[config.mk]
export PLATFORM = sky130hd
export DESIGN_NAME = sc_stream_gen
export DESIGN_NICKNAME = d
export VERILOG_FILES = /design/src/rtl/sc_stream_gen.sv
export SDC_FILE = /design/constraint.sdc
export NUM_CORES = 1
export LEC_CHECK = 0
export CORE_UTILIZATION = 57
export CTS_CLUSTER_SIZE = 14
export DETAILED_ROUTE_END_ITERATION = 10
export HOLD_SLACK_MARGIN = 0.15
export MAX_ROUTING_LAYER = met4
export PLACE_DENSITY = 0.84
export SLEW_MARGIN = 20
export SYNTH_ARGS = -nofsm -noshare
export SYNTH_HDL_FRONTEND = slang
export SYNTH_SLANG_ARGS = --single-unit
[constraint.sdc]
create_clock -name clk -period 4.3 [get_ports clk]
set_input_delay 0.43 -clock clk [delete_from_list [all_inputs] [get_ports clk]]
set_output_delay 0.43 -clock clk [all_outputs]
set_load 0.05 [all_outputs]
[src/rtl/sc_stream_gen.sv]
// Stochastic-computing bitstream generator: takes one quota per stream and emits
// a BITSTREAM-bit unipolar stream with exactly that many ones, spread evenly.
module sc_stream_gen #(
  parameter  int BITSTREAM = 64,
  localparam int QW        = $clog2(BITSTREAM)
) (
  input  logic          clk,
  input  logic          rst,
  input  logic          in_valid,
  output logic          in_ready,
  input  logic [QW-1:0] quota,
  output logic          out_valid,
  input  logic          out_ready,
  output logic          bit_out,
  output logic          bit_last,
  output logic          busy
);

  typedef enum logic {
    IDLE,
    STREAM
  } state_t;

  // The accumulator gets one extra bit so that acc + quota never wraps
  // before it is compared against the stream length.
  localparam logic [QW:0]   T_W      = (QW+1)'(BITSTREAM);
  localparam logic [QW-1:0] LAST_IDX = QW'(BITSTREAM - 1);

  state_t        state, state_nx;
  logic [QW-1:0] q_reg, q_nx;
  logic [QW-1:0] idx, idx_nx;
  logic [QW:0]   acc, acc_nx;

  logic [QW:0]   sum;
  logic          sat;
  logic          bit_raw;
  logic          fire;
  logic          load;

  // Output decode depends only on registered state, never on in_valid.
  assign sum       = acc + {1'b0, q_reg};
  assign sat       = ({1'b0, q_reg} >= T_W);
  assign bit_raw   = sat || (sum >= T_W);

  assign out_valid = (state == STREAM);
  assign busy      = (state == STREAM);
  assign bit_out   = out_valid && bit_raw;
  assign bit_last  = out_valid && (idx == LAST_IDX);

  assign fire      = out_valid && out_ready;
  assign in_ready  = (state == IDLE) || (fire && bit_last);
  assign load      = in_valid && in_ready;

  // NOTE: every signal written here gets a default before the case statement,
  // so no path leaves a value unassigned and no latch is inferred.
  always_comb begin
    state_nx = state;
    q_nx     = q_reg;
    idx_nx   = idx;
    acc_nx   = acc;

    unique case (state)
      IDLE: begin
        if (load) begin
          state_nx = STREAM;
          q_nx     = quota;
          idx_nx   = '0;
          acc_nx   = '0;
        end
      end

      STREAM: begin
        if (fire) begin
          if (bit_last) begin
            // Final bit: chain straight into the next stream when one is offered.
            idx_nx = '0;
            acc_nx = '0;
            if (in_valid) begin
              q_nx = quota;
            end else begin
              state_nx = IDLE;
            end
          end else begin
            idx_nx = idx + QW'(1);
            if (sat) begin
              acc_nx = '0;
            end else if (bit_raw) begin
              acc_nx = sum - T_W;
            end else begin
              acc_nx = sum;
            end
          end
        end
      end
    endcase
  end

  // NOTE: state registers use non-blocking assignments so that every flop
  // samples the values from before this edge, independent of statement order.
  always_ff @(posedge clk or posedge rst) begin
    if (rst) begin
      state <= IDLE;
      q_reg <= '0;
      idx   <= '0;
      acc   <= '0;
    end else begin
      state <= state_nx;
      q_reg <= q_nx;
      idx   <= idx_nx;
      acc   <= acc_nx;
    end
  end

endmodule

# [Word-level counts from Yosys, hierarchy flattened]
# Cells that the tools add are included.
[op_classes] add_sub_neg=3 n_lt_le_gt_ge=1 n_eq_ne=5 n_mux=19 bitwise_logic=1 n_reduce_logical=8
[op_table] cell="6-bit 2-to-1 mux" count=7
[op_table] cell="7-bit 2-to-1 mux" count=4
[op_table] cell="6-bit case mux with 2 select lines" count=2
[op_table] cell="7-bit case mux with 2 select lines" count=1
[op_table] cell="7-bit by 6-bit adder with 7-bit output" count=1
[op_table] cell="7-bit >= comparator, second input constant" count=1
[op_table] cell="7-bit subtractor, second input constant" count=1
[op_table] cell="6-bit by 1-bit adder with 6-bit output, second input constant" count=1
[op_table] cell="6-bit equality test, second input constant" count=1
[op_table] cell="2-bit inequality test, second input constant" count=3
[op_table] cell="1-bit logical AND" count=5
[op_table] cell="1-bit 2-to-1 mux" count=4
[op_table] cell="4-bit AND reduction" count=1
[op_table] cell="2-bit by 1-bit inequality test with 1-bit output, second input constant" count=1
[op_table] cell="1-bit case mux with 2 select lines" count=1
[op_table] cell="2-bit AND reduction" count=1
[op_table] cell="1-bit logical OR" count=1
[op_table] cell="1-bit inverter" count=1
[totals] regBits=20 input_bits=10 out_inout_bits=5 word_cells=41

# [Depth between registers and ports, before layout]
[logic_depth] word_depth=7 mapped_depth=7 depth_no_buf=7

# [Worst setup path before layout]
# Ideal clock, no wire load.
[synth_path] path_kind="reg-to-output" start="register state, in the netlist busy" end="output port bit_out" arrival_time_ns=2.161 required_ns=3.870 setup_slack_ns=1.709 stages_incl_launch_ff=4 path_buffers=0 path_cell_list="dfrtp_1 inv_2 or4b_1 o211ai_1"
[synth_between] elab_chain_cells=1
[synth_lines] element="start, declared" line_no="29" source="state_t state, state_nx;"
[synth_lines] element="start signal, assigned" line_no="107" source="state <= state_nx;"
[synth_lines] element="1-bit logical AND" line_no="47" source="assign bit_out = out_valid && bit_raw;"
[synth_lines] element="end, declared" line_no="14" source="output logic bit_out,"
# Every way passes these cells.

# [Worst setup path in the final report]
[layout_path] start="register q_reg[0]" end="output port bit_out"
[layout_between] elab_chain_cells=3
[layout_lines] element="start, declared" line_no="30" source="logic [QW-1:0] q_reg, q_nx;"
[layout_lines] element="start signal, assigned" line_no="108" source="q_reg <= q_nx;"
[layout_lines] element="7-bit by 6-bit adder with 7-bit output" line_no="41" source="assign sum = acc + {1'b0, q_reg};"
[layout_lines] element="7-bit >= comparator" line_no="43" source="assign bit_raw = sat || (sum >= T_W);"
[layout_lines] element="1-bit logical AND" line_no="47"
# Every way passes these cells.

==> metrics <==
status completed; fillers 138; H-tree depth 1; Fin. Hold Viols 0; largest net degree at the start of global routing 21; Max VDD drop 0.000216 V; Total Routed Length 2.26 mm; IO buf count 14; Starting Density 63.8%; Tot Pwr 0.404 mW; synth cell count leaders dfrtp_1 (20), nand2_1 (12), nor2_1 (8); GRT overflow 0; class of the worst hold path reg -> reg; 1st-iter DRT viols 14; initial antenna violation count 0; Die Area 2200 um2; chip width 46.9 um; ys flop type dfrtp_1; slowest cell delay on critical path 840 ps; final design utilization 75.1%; Pre-antenna DRT Iters 4; number of synthesized register bits 20; routed length on met2 1.12 mm; Post-synth EDFFs 0; fraction of registers with async set/reset 100%; routed length per instance 15.1 um; routability cong. 0.882; hold_sp acc[4]; vias in the first global route 857; Clock Sink Count 20; first-pass GRT wire length 3.79 mm; syn_nets 126; Synth top area share 43.5%; Syn. warnings 0; clock buffer depth 2; post-layout min period 3090 ps; crit path DAT 2660 ps; Layout Nets 144; Post-CTS Setup Inserts 0; WL met1 1.01 mm; area delta synth->final 17.6%; crit end category primary output; CTS Hold Bufs 0; Worst path slowest cell clkdlybuf4s50_1; clk_lat worst skew 300 ps; startpoint types flop; Setup TNS 0 ps; Vias 872; CTS Buf Count 3; Synth Area per Inst 10.6 um2; max reg flops 7; Unique masters post-synth 41; WP buf/inv 2; Ports 15; Finish-stage setup viols 0; Fin Clk Skew 1.13 ps; Worst EP required 3870 ps; cell mode on critical path o211ai_1; Reg clk slew, reported paths 110 ps; CTS-repair resized insts 0; count of pins over their slew limit 0; register area share after synthesis 43.5%; Setup crit start q_reg[0]; synthesized instance count 108; Rel. slew slack 49.0%; Max-Cap Viols 0; drt via density 5.81; GRT Overall Usage 27.1%; ant diodes 0; Final ANT Viol Nets 0; Pwr Density 299 nW/um2; share of cells above drive strength 1 13.6%; Root Driver clkbuf_4; CP max FO 3; Lkg Pwr 0.662 nW; WL met3 93 um; Final period util 71.9%; R2R Path Start idx[0]; chip height 46.9 um; CTS tree built; Worst Max-Slew Pin Slew 764 ps; core region area 1800 um2; Setup Crit Path Kind reg -> out; drt drc 0; Synth Cell Area 1150 um2; unrepaired setup endpoints after global routing no; Synth area leader dfrtp_1; DR top layer met4; CP Cell Sequence ha_1, inv_1, fa_1, nor2b_1, o21a_1, o211ai_1, o211ai_1, clkdlybuf4s50_1; top cells by area, synth dfrtp_1 (44%), mux2_4 (7.8%), ha_1 (7.6%); delay-heaviest family, CP buffers and inverters; count leader, synth dfrtp_1; row cnt 15; Fmax 0.323 GHz; Post-DP HPWL 1.63 mm; area of the multi-input gates 611 um2; FF+latch area 500 um2
[stage by stage]
stage          cells  hold WS [ps]  cell area [um2]  setup slack (ps)
2_1_floorplan    108           394             1150              1710
3_3_place_gp     146           475             1320              1610
3_5_place_dp     146           482             1320              1560
4_1_cts          150           509             1350              1200
5_1_grt          150           540             1350              1080
6_report         150           505             1350              1210
[kinds of logic after synthesis]
logic type               share of synthesized area (%)
flip-flops                                        43.5
XOR/XNOR                                          2.29
adder cells (fa/ha/maj)                           9.36
buffers and inverters                             3.37
AO/OA/AOI/OAI                                     18.7
multiplexers                                      8.71
AND/OR/NAND/NOR                                   14.0
[where the power goes]
part	internal, mW	leakage (nW)	switching [mW]
clock network	0.0517	0.0210	0.0586
logic	0.0346	0.373	0.0292
registers	0.208	0.269	0.0224
[metal layers]
metal | up-vias | track usage, %
met5 | - | -
met4 | 0 | 12.0
met3 | 4 | 8.46
met2 | 18 | 43.3
met1 | 424 | 31.0
li1 | 426 | -
[worst min-delay path, cell delays in order, from the launching register on]
cell and delay [ps]:
dfrtp_1 370, nand2_1 50, o31ai_1 50
[worst paths after layout]
check                      slack, ps  cells past startpoint  endpoint
setup / recovery                1210                      8   bit_out
hold / removal                   500                      2    acc[4]
setup reg to reg                2510                      5  q_reg[0]
hold reg to reg                  500                      2    acc[4]
max in group asynchronous       3280                      2  q_reg[4]
min in group asynchronous        550                      2    idx[2]
[final cells by class]
| type | instances | area share (%) |
|---|---|---|
| Sequential cell | 20 | 37.0 |
| Clock buffer | 4 | 2.68 |
| Inverter | 7 | 1.94 |
| Tap cell | 25 | 2.31 |
| Multi-Input combinational cell | 79 | 45.1 |
| Timing Repair Buffer | 15 | 10.9 |
[layout by cell type (no fill, tap or decap), types with 2 or more instances in the layout]
master,instances
clkbuf_4,3
nand2_1,12
dfrtp_1,20
o21a_1,2
mux2_4,6
a22o_1,2
nand3_1,3
o21ai_0,6
o211ai_1,3
inv_1,6
clkdlybuf4s50_1,14
a21oi_1,2
ha_1,7
nor2_1,8
xnor2_1,2
a211o_1,2
(Power assumes the default switching activity.)
